`src/rtl/pwd_lock_core.sv`:
```
// Password-lock controller: digit entry, backspace, confirm, error counting,
// alarm lockout, timed unlock and admin key change. All outputs are registered.
module pwd_lock_core #(
   parameter int                        CODE_DIGITS   = 4,
   parameter int                        MAX_ERRORS    = 3,
   parameter int                        UNLOCK_CYCLES = 50000000,
   parameter int                        ERROR_CYCLES  = 25000000,
   parameter int                        ALARM_CYCLES  = 500000000,
   parameter int                        TIMER_W       = 32,
   parameter logic [4*CODE_DIGITS-1:0]  DEFAULT_KEY   = 16'h1234
) (
   input  logic                         CLK,
   input  logic                         RESET,
   input  logic                         digit_valid,
   input  logic [3:0]                   digit_value,
   input  logic                         ok_pulse,
   input  logic                         bksp_pulse,
   input  logic                         admin_pulse,
   output logic [2:0]                   state,
   output logic [4*CODE_DIGITS-1:0]     code,
   output logic [3:0]                   digit_cnt,
   output logic [3:0]                   err_cnt,
   output logic                         unlock,
   output logic                         alarm,
   output logic                         key_updated
);

   localparam int                 CW          = 4 * CODE_DIGITS;
   localparam logic [3:0]         CNT_FULL    = 4'(CODE_DIGITS);
   localparam logic [3:0]         ERR_LIMIT   = 4'(MAX_ERRORS);
   localparam logic [TIMER_W-1:0] UNLOCK_LAST = TIMER_W'(UNLOCK_CYCLES - 1);
   localparam logic [TIMER_W-1:0] ERROR_LAST  = TIMER_W'(ERROR_CYCLES - 1);
   localparam logic [TIMER_W-1:0] ALARM_LAST  = TIMER_W'(ALARM_CYCLES - 1);
   localparam logic [TIMER_W-1:0] TIMER_ZERO  = {TIMER_W{1'b0}};
   localparam logic [TIMER_W-1:0] TIMER_ONE   = {{(TIMER_W-1){1'b0}}, 1'b1};
   localparam logic [CW-1:0]      CODE_ZERO   = {CW{1'b0}};

   typedef enum logic [2:0] {
      S_WAIT   = 3'd0,
      S_INPUT  = 3'd1,
      S_UNLOCK = 3'd2,
      S_ERROR  = 3'd3,
      S_ALARM  = 3'd4,
      S_ADMIN  = 3'd5
   } state_t;

   state_t              state_r, state_nxt_s;
   logic [CW-1:0]       code_r, code_nxt_s;
   logic [CW-1:0]       key_r, key_nxt_s;
   logic [3:0]          digit_cnt_r, cnt_nxt_s;
   logic [3:0]          err_cnt_r, err_nxt_s;
   logic [TIMER_W-1:0]  timer_r, timer_nxt_s;
   logic                unlock_r, alarm_r, key_updated_r, key_upd_s;

   logic                ev_admin_s, ev_ok_s, ev_bksp_s, ev_digit_s;
   logic                full_s, digit_acc_s, bksp_acc_s;
   logic [CW-1:0]       code_shl_s, code_shr_s;
   logic [3:0]          err_inc_s;

   // Only the highest-priority pulse of a cycle is considered.
   assign ev_admin_s  = admin_pulse;
   assign ev_ok_s     = ok_pulse & ~admin_pulse;
   assign ev_bksp_s   = bksp_pulse & ~ok_pulse & ~admin_pulse;
   assign ev_digit_s  = digit_valid & ~bksp_pulse & ~ok_pulse & ~admin_pulse;

   assign full_s      = (digit_cnt_r == CNT_FULL);
   assign digit_acc_s = ev_digit_s & (digit_value <= 4'd9) & ~full_s;
   assign bksp_acc_s  = ev_bksp_s & (digit_cnt_r != 4'd0);
   assign code_shl_s  = CW'({code_r, digit_value});
   assign code_shr_s  = code_r >> 3'd4;
   assign err_inc_s   = err_cnt_r + 4'd1;

   // Next-state, datapath and timer decode.
   always_comb begin
      state_nxt_s = state_r;
      code_nxt_s  = code_r;
      cnt_nxt_s   = digit_cnt_r;
      err_nxt_s   = err_cnt_r;
      key_nxt_s   = key_r;
      key_upd_s   = 1'b0;
      timer_nxt_s = TIMER_ZERO;
      case (state_r)
         S_WAIT: begin
            if (digit_acc_s) begin
               code_nxt_s  = code_shl_s;
               cnt_nxt_s   = digit_cnt_r + 4'd1;
               state_nxt_s = S_INPUT;
            end else begin
               state_nxt_s = S_WAIT;
            end
         end
         S_INPUT: begin
            if (ev_ok_s) begin
               code_nxt_s = CODE_ZERO;
               cnt_nxt_s  = 4'd0;
               if (full_s && (code_r == key_r)) begin
                  err_nxt_s   = 4'd0;
                  state_nxt_s = S_UNLOCK;
               end else if (err_inc_s == ERR_LIMIT) begin
                  err_nxt_s   = err_inc_s;
                  state_nxt_s = S_ALARM;
               end else begin
                  err_nxt_s   = err_inc_s;
                  state_nxt_s = S_ERROR;
               end
            end else if (bksp_acc_s) begin
               code_nxt_s  = code_shr_s;
               cnt_nxt_s   = digit_cnt_r - 4'd1;
               state_nxt_s = (digit_cnt_r == 4'd1) ? S_WAIT : S_INPUT;
            end else if (digit_acc_s) begin
               code_nxt_s = code_shl_s;
               cnt_nxt_s  = digit_cnt_r + 4'd1;
            end else begin
               state_nxt_s = S_INPUT;
            end
         end
         S_UNLOCK: begin
            if (ev_ok_s) begin
               state_nxt_s = S_WAIT;
            end else if (ev_admin_s) begin
               code_nxt_s  = CODE_ZERO;
               cnt_nxt_s   = 4'd0;
               state_nxt_s = S_ADMIN;
            end else if (timer_r == UNLOCK_LAST) begin
               state_nxt_s = S_WAIT;
            end else begin
               timer_nxt_s = timer_r + TIMER_ONE;
            end
         end
         S_ERROR: begin
            if (timer_r == ERROR_LAST) begin
               state_nxt_s = S_WAIT;
            end else begin
               timer_nxt_s = timer_r + TIMER_ONE;
            end
         end
         S_ALARM: begin
            if (timer_r == ALARM_LAST) begin
               err_nxt_s   = 4'd0;
               state_nxt_s = S_WAIT;
            end else begin
               timer_nxt_s = timer_r + TIMER_ONE;
            end
         end
         S_ADMIN: begin
            // Abort and commit both leave an empty entry buffer behind.
            if (ev_admin_s) begin
               code_nxt_s  = CODE_ZERO;
               cnt_nxt_s   = 4'd0;
               state_nxt_s = S_WAIT;
            end else if (ev_ok_s && full_s) begin
               key_nxt_s   = code_r;
               key_upd_s   = 1'b1;
               code_nxt_s  = CODE_ZERO;
               cnt_nxt_s   = 4'd0;
               state_nxt_s = S_WAIT;
            end else if (bksp_acc_s) begin
               code_nxt_s = code_shr_s;
               cnt_nxt_s  = digit_cnt_r - 4'd1;
            end else if (digit_acc_s) begin
               code_nxt_s = code_shl_s;
               cnt_nxt_s  = digit_cnt_r + 4'd1;
            end else begin
               state_nxt_s = S_ADMIN;
            end
         end
         default: begin
            code_nxt_s  = CODE_ZERO;
            cnt_nxt_s   = 4'd0;
            state_nxt_s = S_WAIT;
         end
      endcase
   end

   // State, datapath and output registers.
   always_ff @(posedge CLK or posedge RESET) begin
      if (RESET) begin
         state_r       <= S_WAIT;
         code_r        <= CODE_ZERO;
         key_r         <= DEFAULT_KEY;
         digit_cnt_r   <= 4'd0;
         err_cnt_r     <= 4'd0;
         timer_r       <= TIMER_ZERO;
         unlock_r      <= 1'b0;
         alarm_r       <= 1'b0;
         key_updated_r <= 1'b0;
      end else begin
         state_r       <= state_nxt_s;
         code_r        <= code_nxt_s;
         key_r         <= key_nxt_s;
         digit_cnt_r   <= cnt_nxt_s;
         err_cnt_r     <= err_nxt_s;
         timer_r       <= timer_nxt_s;
         unlock_r      <= (state_nxt_s == S_UNLOCK);
         alarm_r       <= (state_nxt_s == S_ALARM);
         key_updated_r <= key_upd_s;
      end
   end

   assign state       = state_r;
   assign code        = code_r;
   assign digit_cnt   = digit_cnt_r;
   assign err_cnt     = err_cnt_r;
   assign unlock      = unlock_r;
   assign alarm       = alarm_r;
   assign key_updated = key_updated_r;

endmodule
```
`config.mk`:
```
export PLATFORM = sky130hd
export DESIGN_NAME = pwd_lock_core
export DESIGN_NICKNAME = d
export VERILOG_FILES = /design/src/rtl/pwd_lock_core.sv
export SDC_FILE = /design/constraint.sdc
export NUM_CORES = 1
export LEC_CHECK = 0
export CORE_MARGIN = 3
export CORE_UTILIZATION = 40
export DETAILED_ROUTE_END_ITERATION = 16
export HOLD_SLACK_MARGIN = 0.08
export PLACE_DENSITY_LB_ADDON = 0.05
export SLEW_MARGIN = 0
export SYNTH_ARGS = -nofsm -noshare
export SYNTH_HDL_FRONTEND = slang
export SYNTH_SLANG_ARGS = --single-unit
```
`constraint.sdc`:
```
create_clock -name CLK -period 3.2 [get_ports CLK]
set_clock_uncertainty 0.15 [all_clocks]
set_input_delay 0.32 -clock CLK [delete_from_list [all_inputs] [get_ports CLK]]
set_output_delay 0.32 -clock CLK [all_outputs]
set_load 0.005 [all_outputs]
```
-- Word-level counts from Yosys, hierarchy flattened
Index checks and enable logic that the tools add are counted.
- reductions and logical operators: 9
- muxes and demuxes: 46
- bitwise gates (word level): 14
- add/subtract/negate cells: 4
- order comparisons: 1
- equal/unequal tests: 18
- operator list (kind ; count):
    2-to-1 mux 32 bit ; 5
    2-to-1 mux 16 bit ; 7
    case mux 32 bit (3 select lines) ; 1
    case mux 16 bit (5 select lines) ; 1
    2-to-1 mux 3 bit ; 14
    2-to-1 mux 4 bit ; 10
    adder 32 x 1 -> 32 bit (second input constant) ; 1
    equality test 32 x 25 -> 1 bit (second input constant) ; 1
    equality test 32 x 26 -> 1 bit (second input constant) ; 1
    equality test 32 x 29 -> 1 bit (second input constant) ; 1
    case mux 4 bit (5 select lines) ; 1
    case mux 3 bit (6 select lines) ; 1
    equality test 16 bit ; 1
    bitwise AND 1 bit ; 9
    equality test 3 x 2 -> 1 bit (second input constant) ; 3
    equality test 3 bit (second input constant) ; 3
    AND reduction 3 bit ; 3
    adder 4 x 1 -> 4 bit (second input constant) ; 2
    inequality test 2 bit (second input constant) ; 4
    case mux 4 bit (2 select lines) ; 1
    2-to-1 mux 1 bit ; 5
    NOT 1 bit ; 5
    equality test 4 x 1 -> 1 bit (second input constant) ; 1
    equality test 4 x 2 -> 1 bit (second input constant) ; 1
    9 further kinds ; 10
- register bits: 78
- bits of input ports: 10
- logic and storage cells: 101

-- Longest topological paths before layout
Gate-level depths: netlist (run 1).
- word-level depth: 12
- depth in mapped cells: 10

-- Worst setup path before layout (run 1)
Ideal clock, no wire load.
- path type: register -> register
- from: register digit_cnt_r[0] (netlist: digit_cnt[0])
- to: register code_r[1] (netlist: code[1])
- library setup time: 0.065 ns
- arrival time: 2.105 ns
- stages on the path, launching flop included: 10
- required time: 2.985 ns
- period minus slack after synthesis: 2.319 ns
- setup slack: 0.881 ns
- cell sequence: dfrtp_1 inv_1 ha_1 inv_1 o311a_1 o21ba_2 o21bai_1 buf_2 a222oi_1 inv_1
- longest elaborated chain between the ends: 8
- elaborated cells on any way between the ends: 12
- classes of those cells: 1 x eq/ne; 6 x mux; 3 x bitwise; 2 x reduce/logical
- ends and longest elaborated chain (element ; RTL line ; source):
    from (decl) ; 50 ; logic [3:0] digit_cnt_r, cnt_nxt_s;
    from (signal assigned) ; 191 ; digit_cnt_r <= cnt_nxt_s;
    equality test 4 x 3 -> 1 bit ; 66 ; assign full_s = (digit_cnt_r == CNT_FULL);
    NOT 1 bit ; 67 ; assign digit_acc_s = ev_digit_s & (digit_value <= 4'd9) & ~full_s;
    bitwise AND 1 bit ; 67 ;
    2-to-1 mux 16 bit ; - ;
    2-to-1 mux 16 bit ; 157 ; end else if (bksp_acc_s) begin
    2-to-1 mux 16 bit ; 151 ; end else if (ev_ok_s && full_s) begin
    2-to-1 mux 16 bit ; 147 ; if (ev_admin_s) begin
    case mux 16 bit (5 select lines) (*) ; 82 ; case (state_r)
    to (signal assigned) ; 189 ; code_r <= code_nxt_s;
    to (decl) ; 48 ; logic [CW-1:0] code_r, code_nxt_s;
Every way passes the cells marked *; elsewhere a longest branch is shown, timed or not.
A chain may end at the register's enable or synchronous reset.

-- Worst setup path in the final report (run 1)
- from: register digit_cnt_r[0] (netlist: digit_cnt[0])
- to: register digit_cnt_r[2] (netlist: digit_cnt[2])
- longest elaborated chain between the ends: 8
- elaborated cells on any way between the ends: 14
- classes of those cells: 2 x add/sub; 1 x eq/ne; 6 x mux; 3 x bitwise; 2 x reduce/logical
- ends and longest elaborated chain (element ; RTL line):
    parallel branches: the longest is 7 deep, another holds adder 4 x 1 -> 4 bit ; -
    case mux 4 bit (5 select lines) (*) ; 82
Every way passes the cells marked *.

==> metrics, run 1 <==
largest net degree at the start of global routing=44; Post-synth EDFFs=0; level count of the clock H-tree=3; type of the most critical hold path=in -> async; height of the die=about 110 um; post-layout util=49.2%; NumNets Final=between 400 and 500; Critical Path Start Type=register; number of fill cells in the layout=942; mean cell area of the mapped netlist=10.3 um^2; clock slew seen by the registers of the worst setup and hold paths=0.09 ns; total global-route track usage=17.2%; leakage power=between 0.002 and 0.0025 uW; predominant post-synthesis flop cell=sky130_fd_sc_hd__dfrtp_1; critical path class=reg -> reg; result of the run=completed; clk_lat worst skew=0.36 ns; detailed-route vias per instance=5.35; net count after synthesis=412; gate count of the mapped netlist=396; Slew Limit Headroom=17.8%; final critical path time including I/O delays and setup=2.71 ns; netlist area before placement=4060 um^2; vias in the first global route=3050; first-pass GRT wire length=15400 um; initial drt markers=256; max-cap violation count=0; final worst slack=0.492 ns; endpoints failing setup=0; required arrival time at the worst endpoint=3.33 ns; post-CTS setup repair buffer count=0; number of buffers added to fix hold violations after cts=0; measured slew at the worst slew-check pin=between 1 and 1.5 ns; DRC viols=0; die outline area=11400 um^2; pins over their slew limit=0; number of endpoints with negative hold slack in the final report=0; total power divided by cell area=599 nW/um^2; Inserted Diodes=0; Clock Sink Count=78; weighted congestion at the end of routability-driven global placement=0.811; leading cell type in the layout, fill and taps excluded=sky130_fd_sc_hd__dfrtp_1; IO Port Bufs=39; total overflow reported by the global router=0; cts bufs inserted=9; period utilization=84.6%; area overhead of the layout relative to synthesis=18.9%; number of detailed-route iterations in the first pass=7; total number of placement rows=36; number of flip-flops and latches in the synthesized netlist=78; post-synthesis cell type count=55; Critical Path AT=2.83 ns; crit-path max FO=18; Initial Util=41.4%; Setup Slack @ Placement=0.117 ns; post-detailed-route count of antenna-violating nets=0; portion of the post-synthesis area used by sequential elements=48.2%; Placeable Area=about 10000 um^2; Max Freq=369 MHz; fraction of registers with async set/reset=between 90% and 100%; drt wl/cell=~16 um; commonest cells after routing, fill and taps aside=sky130_fd_sc_hd__dfrtp_1, sky130_fd_sc_hd__nor2_1, sky130_fd_sc_hd__clkdlybuf4s50_1; combined area of the multi-input logic cells=1970 um^2; placed wire-length estimate=6520 um; CTS tree=yes; Sequential cell area=1960 um^2; critical path endpoint category=register; number of primary I/O pins=40; Yosys warnings=0; Setup TNS Final=0 ns; antenna violations before repair=0; final WL=between 9000 and 10000 um; Die Width=107 um; unrepaired setup endpoints after global routing=no; detailed-route via count=3079; Max IR drop VDD=between 0.2 and 0.3 mV; Clock Tree Buf Depth=2; share of layout cells above drive strength 1=12.2%; clock root buffer master=sky130_fd_sc_hd__clkbuf_8; quantity of gates resized following cts=0
==> worst max-delay path: stages, from the launching register on <==
cell	delay (ns)
sky130_fd_sc_hd__dfrtp_1	0.49
sky130_fd_sc_hd__inv_1	0.09
sky130_fd_sc_hd__ha_1	0.27
sky130_fd_sc_hd__nand4b_1	0.17
sky130_fd_sc_hd__a32oi_1	0.09
sky130_fd_sc_hd__nor2b_1	0.96
sky130_fd_sc_hd__a211oi_1	0.18
sky130_fd_sc_hd__a21oi_1	0.22
==> power by group <==
part / internal [uW] / leakage (uW) / switching, uW
logic: 360 / 0.00102 / 500
registers: 1060 / 0.00106 / 118
clock network: 466 / 0.000113 / 389
total: 1890 / 0.00220 / 1010
==> layout make-up <==
| type | instances | area share, % |
|---|---|---|
| clock inverters | 6 | 1.94 |
| clock buffers | 10 | 2.85 |
| flip-flops and latches | 78 | 40.5 |
| inverters | 19 | 1.50 |
| well taps | 133 | 3.45 |
| repair buffers | 45 | 9.02 |
| multi-input cells | 285 | 40.7 |
==> cell families after synthesis <==
| family | count (synthesis) | share of synthesized area, % |
|---|---|---|
| and+or+nand+nor | 162 | 21.6 |
| AOI/OAI and AO/OA | 54 | 10.3 |
| DFF | 78 | 48.2 |
| muxes | 16 | 4.44 |
| xor gates and xnor gates | 47 | 10.1 |
| buffers and inverters | 33 | 3.45 |
| adders and majority gates | 6 | 1.85 |
==> sequential cells by signal, indices dropped and copies added, names as in the netlist <==
name         cells
state            3
code            16
digit_cnt        4
err_cnt          4
alarm            1
timer_r         32
key_updated      1
key_r           16
unlock           1
==> Yosys cell counts (all sizes together), types with 11 or more instances <==
cell type / number / area, um^2
nor2: 47 / 176
nand3: 16 / 80.1
nand4: 11 / 68.8
a222oi: 12 / 120
xnor2: 16 / 140
nor2b: 11 / 68.8
xor2: 31 / 272
mux2: 16 / 180
nand2: 24 / 90.1
o21ai: 13 / 68.8
dfrtp: 73 / 1830
inv: 19 / 71.3
==> routing by layer <==
layer  track usage (%)  wire, um  vias up
met4              6.21       127        0
li1                  -         -     1496
met3              4.33       426       14
met2              25.1      4110       71
met1              24.7      4630     1498
met5                 0         0        -
==> metrics by stage <==
step	hold WS (ns)	power (uW)	cells	instance area, um^2
finish	0.241	2900	576	4830
global route	0.315	3080	576	4830
CTS	0.273	2900	575	4820
detailed placement	0.339	2040	559	4590
global placement	0.330	2040	559	4590
floorplan	0.302	1750	396	4060
==> path summary, 6_finish.rpt <==
kind	startpoint	end	slack [ns]	cells after the start
max in group asynchronous	RESET	timer_r[11]	1.93	3
min in group CLK	timer_r[0]	timer_r[0]	0.34	1
max	digit_cnt[0]	digit_cnt[2]	0.49	7
min reg2reg	timer_r[0]	timer_r[0]	0.34	1
min	RESET	key_r[0]	0.24	2
max reg2reg	digit_cnt[0]	digit_cnt[2]	0.49	7
Power figures use the tool's default switching activity.
==> run 2: changes to the inputs <==
- clock period: 3.2 -> 2.3 ns (I/O delays scaled with it)
==> metrics, run 2 (synthesized netlist as in run 1, its figures left out) <==
result of the run=completed; final WL=10300 um; share of layout cells above drive strength 1=28.2%; number of detailed-route iterations in the first pass=5; unrepaired setup endpoints after global routing=yes; largest net degree at the start of global routing=42; Critical Path AT=2.36 ns; Setup TNS Final=0 ns; leading cell type in the layout, fill and taps excluded=sky130_fd_sc_hd__buf_4; DRC viols=0; startpoint of the most critical register-to-register path=timer_r[17]; area overhead of the layout relative to synthesis=38.4%; die outline area=between 10000 and 15000 um^2; Post-DP Area=5130 um^2; final std cell area, no fill=approximately 5600 um^2; flip-flop count of the largest register after layout=32; number of endpoints with negative hold slack in the final report=0; total overflow reported by the global router=0; critical path class=reg -> reg; pins over their slew limit=0; final critical path time including I/O delays and setup=~2.3 ns; number of fill cells in the layout=929; vias in the first global route=3401; type of the most critical hold path=in -> async; post-placement cell count=between 600 and 700; antenna violations before repair=0; commonest cells after routing, fill and taps aside=sky130_fd_sc_hd__buf_4, sky130_fd_sc_hd__dfrtp_1, sky130_fd_sc_hd__nor2_1; Sequential cell area=1960 um^2; cts bufs inserted=9; critical path endpoint category=register; register with the most flip-flops=timer_r; Critical Path Start Type=register; clock root buffer master=sky130_fd_sc_hd__clkbuf_8; drt wl/cell=15.7 um; IO Port Bufs=39; leakage power=around 0.0027 uW; clock slew seen by the registers of the worst setup and hold paths=0.09 ns; Max IR drop VDD=0.391 mV; max-cap violation count=0; endpoints failing setup=0; height of the die=107 um; required arrival time at the worst endpoint=2.40 ns; weighted congestion at the end of routability-driven global placement=0.835; total power divided by cell area=880 nW/um^2; clk_lat worst skew=about 0.36 ns; Clock Sink Count=78; Max Freq=442 MHz; detailed-route vias per instance=a little over 5; number of buffers added to fix hold violations after cts=0; CTS tree=yes; post-route non-filler standard cell count=657; worst reg2reg endpoint=timer_r[10]; period utilization=98.3%; initial drt markers=213; PnR Total Power=4950 uW; detailed-route via count=approximately 3400; total number of placement rows=36; crit-path max FO=15; placed wire-length estimate=between 7000 and 8000 um; post-detailed-route count of antenna-violating nets=0; Inserted Diodes=0; startpoint of the most critical setup path=timer_r[17]; level count of the clock H-tree=3; measured slew at the worst slew-check pin=slightly below 0.5 ns; first-pass GRT wire length=about 17000 um; Slew Limit Headroom=67.2%; setup slack of the worst register-to-register path=0.04 ns; number of primary I/O pins=40; endpoint of the most critical setup path=timer_r[10]; Initial Util=41.4%; Die Width=107 um; combined area of the multi-input logic cells=2080 um^2; Placeable Area=9820 um^2; total global-route track usage=~19%; Clock Tree Buf Depth=2; NumNets Final=535; Worst Reg2Reg Path Length in Cells=7; worst hold slack across all endpoints=between 0.08 and 0.09 ns
## run 2: routing by layer
metal | track usage [%] | vias to the layer above | part of all wire [%]
met5 | 0 | - | 0
met4 | 5.21 | 0 | 1.2
met3 | 3.67 | 12 | 4.4
met2 | 29.4 | 77 | 46
met1 | 25.8 | 1646 | 49
li1 | - | 1670 | -
## run 2: timing repair
action                                  CTS  global route
endpoints found under the setup margin   55            54
pin swaps                                 7            12
setup buffers                             5             8
resized for setup                         8            15
gates cloned                              2             2
## run 2: power breakdown
group | switching, uW | total [uW] | internal, uW
clock | 535 | 1190 | 651
sequential | 109 | 1590 | 1480
combinational | 992 | 2180 | 1180
## run 2: worst min path at each step
stage	start	end	slack [ns]
after detailed placement	key_r[8]	key_r[8]	0.37
after global placement	key_r[6]	key_r[6]	0.36
after floorplan	ok_pulse	unlock	0.22
after CTS	RESET	timer_r[2]	0.08
final	RESET	timer_r[4]	0.08
after global routing	RESET	timer_r[4]	0.1
## run 2: area by class of cell
| cell class | count | share of cell area (%) |
|---|---|---|
| repair buffers | 123 | 19.8 |
| well taps | 133 | 2.96 |
| clock buffers | 10 | 2.45 |
| multi-input cells | 288 | 37.0 |
| inverters | 19 | 1.34 |
| flip-flops and latches | 78 | 34.8 |
| clock inverters | 6 | 1.62 |
## run 2: per-stage QoR
step           utilization [%]  setup WS [ns]
6_report                  57.3         0.0394
5_1_grt                   57.3        -0.0407
4_1_cts                   55.8       -0.00395
3_5_place_dp              52.3         -0.657
3_3_place_gp              52.3         -0.564
2_1_floorplan                -        0.00231
## run 2: worst max-delay path: stages, from the launching register on
cell and delay (ns):
sky130_fd_sc_hd__dfrtp_1 0.39, sky130_fd_sc_hd__or4_4 0.56, sky130_fd_sc_hd__nor2_1 0.14, sky130_fd_sc_hd__and4_1 0.27, sky130_fd_sc_hd__nor2_2 0.05, sky130_fd_sc_hd__and2b_2 0.24, sky130_fd_sc_hd__bufbuf_16 0.29, sky130_fd_sc_hd__nor2_1 0.06
==> run 3: changes to the inputs <==
- CORE_ASPECT_RATIO: not set -> 0.8
- clock period: 2.3 -> 2.6 ns (I/O delays scaled with it)
==> metrics, run 3 (synthesized netlist as in run 1, its figures left out) <==
result of the run=completed; flip-flop count of the largest register after layout=32; detailed-route vias per instance=5.30; measured slew at the worst slew-check pin=~0.75 ns; die outline area=11400 um^2; period utilization=95.0%; largest net degree at the start of global routing=36; number of buffers added to fix hold violations after cts=0; antenna violations before repair=0; worst hold slack across all endpoints=roughly 0.15 ns; Post-DP Area=approximately 4800 um^2; post-detailed-route count of antenna-violating nets=0; number of detailed-route iterations in the first pass=5; NumNets Final=483; detailed-route via count=3223; clock slew seen by the registers of the worst setup and hold paths=around 0.07 ns; placed wire-length estimate=a little under 7000 um; Clock Sink Count=78; total overflow reported by the global router=0; required arrival time at the worst endpoint=2.67 ns; IO Port Bufs=39; commonest cells after routing, fill and taps aside=sky130_fd_sc_hd__dfrtp_1, sky130_fd_sc_hd__nor2_1, sky130_fd_sc_hd__clkdlybuf4s50_1; critical path endpoint category=register; drt wl/cell=16.2 um; Slew Limit Headroom=50.0%; Initial Util=41.6%; Sequential cell area=a little under 2000 um^2; share of layout cells above drive strength 1=18.2%; number of primary I/O pins=40; crit-path max FO=18; pins over their slew limit=0; post-route non-filler standard cell count=608; Critical Path Start Type=register; total number of placement rows=32; startpoint of the most critical register-to-register path=digit_cnt[1]; weighted congestion at the end of routability-driven global placement=0.850; post-placement cell count=590; Placeable Area=9770 um^2; cts bufs inserted=9; leading cell type in the layout, fill and taps excluded=sky130_fd_sc_hd__dfrtp_1; Max IR drop VDD=0.454 mV; final std cell area, no fill=5140 um^2; post-layout util=a little over half; Die Width=between 100 and 150 um; DRC viols=0; initial drt markers=188; critical path's largest stage delay=0.38 ns; leakage power=0.00237 uW; Max Freq=405 MHz; Setup TNS Final=0 ns; Inserted Diodes=0; endpoints failing setup=0; cell type of the slowest stage on the worst timing path=sky130_fd_sc_hd__dfrtp_1; area overhead of the layout relative to synthesis=26.6%; height of the die=just under 100 um; clock root buffer master=sky130_fd_sc_hd__clkbuf_16; total global-route track usage=18.1%; type of the most critical hold path=in -> async; clk_lat worst skew=0.34 ns; final WL=9840 um; register with the most flip-flops=timer_r; final critical path time including I/O delays and setup=between 2 and 2.5 ns; max-cap violation count=0; total power divided by cell area=764 nW/um^2; CTS tree=yes; combined area of the multi-input logic cells=1990 um^2; first-pass GRT wire length=16400 um; vias in the first global route=3171; number of endpoints with negative hold slack in the final report=0; level count of the clock H-tree=3; critical path class=reg -> reg; Clock Tree Buf Depth=2; Critical Path AT=roughly 2.5 ns; cell repeated most along the worst path=sky130_fd_sc_hd__buf_4; startpoint of the most critical setup path=digit_cnt[1]; number of fill cells in the layout=around 960; critical path, cell by cell=inv_1, ha_2, buf_4, nand4b_1, a32oi_2, o21ba_4, buf_4, o21bai_1, buf_4, a222oi_1, inv_1
==> run 3: area by class of cell <==
cell class	instances	share of cell area (%)
clock buffers	9	4.38
clock inverters	7	1.14
inverters	19	1.41
multi-input cells	285	38.7
flip-flops and latches	78	38.1
well taps	136	3.31
repair buffers	74	13.0
==> run 3: report_power, final <==
group	leakage (uW)	internal, uW	switching [uW]
clock	0.000133	658	537
sequential	0.00106	1310	136
combinational	0.00118	594	691
==> run 3: through the flow <==
| step | setup slack (ns) | total power (uW) |
|---|---|---|
| global route | -0.0165 | 4160 |
| CTS | 0.105 | 3910 |
| global placement | -0.394 | 2690 |
| floorplan | 0.203 | 2160 |
| finish | 0.130 | 3920 |
| detailed placement | -0.395 | 2690 |
==> run 3: layer usage <==
layer	global-route usage (%)	routed length [um]
met1	27.9	5320
met2	24.9	3980
met3	4.41	431
met4	5.30	113
met5	0	0
==> run 3: worst paths after layout <==
path	endpoint	slack, ns	cells past startpoint
min reg2reg	timer_r[0]	0.34	1
min	key_r[10]	0.15	2
max reg2reg	code[9]	0.13	11
max	code[9]	0.13	11
max in group asynchronous	timer_r[6]	1.47	3
min in group CLK	timer_r[0]	0.34	1
==> run 3: what timing repair did <==
item,in CTS,in global routing
pin swaps,0,2
resized for setup,2,4
endpoints found under the setup margin,20,12
buffers inserted,0,2
endpoints found under the hold margin,0,0
==> run 3: worst max-delay path, delay by kind of cell, from the launching register on <==
| family | cells | cell delay, ns |
|---|---|---|
| AO/OA/AOI/OAI | 4 | 0.85 |
| adder cells (fa/ha/maj) | 1 | 0.21 |
| buffers and inverters | 5 | 0.60 |
| flip-flops | 1 | 0.38 |
| AND/OR/NAND/NOR | 1 | 0.15 |
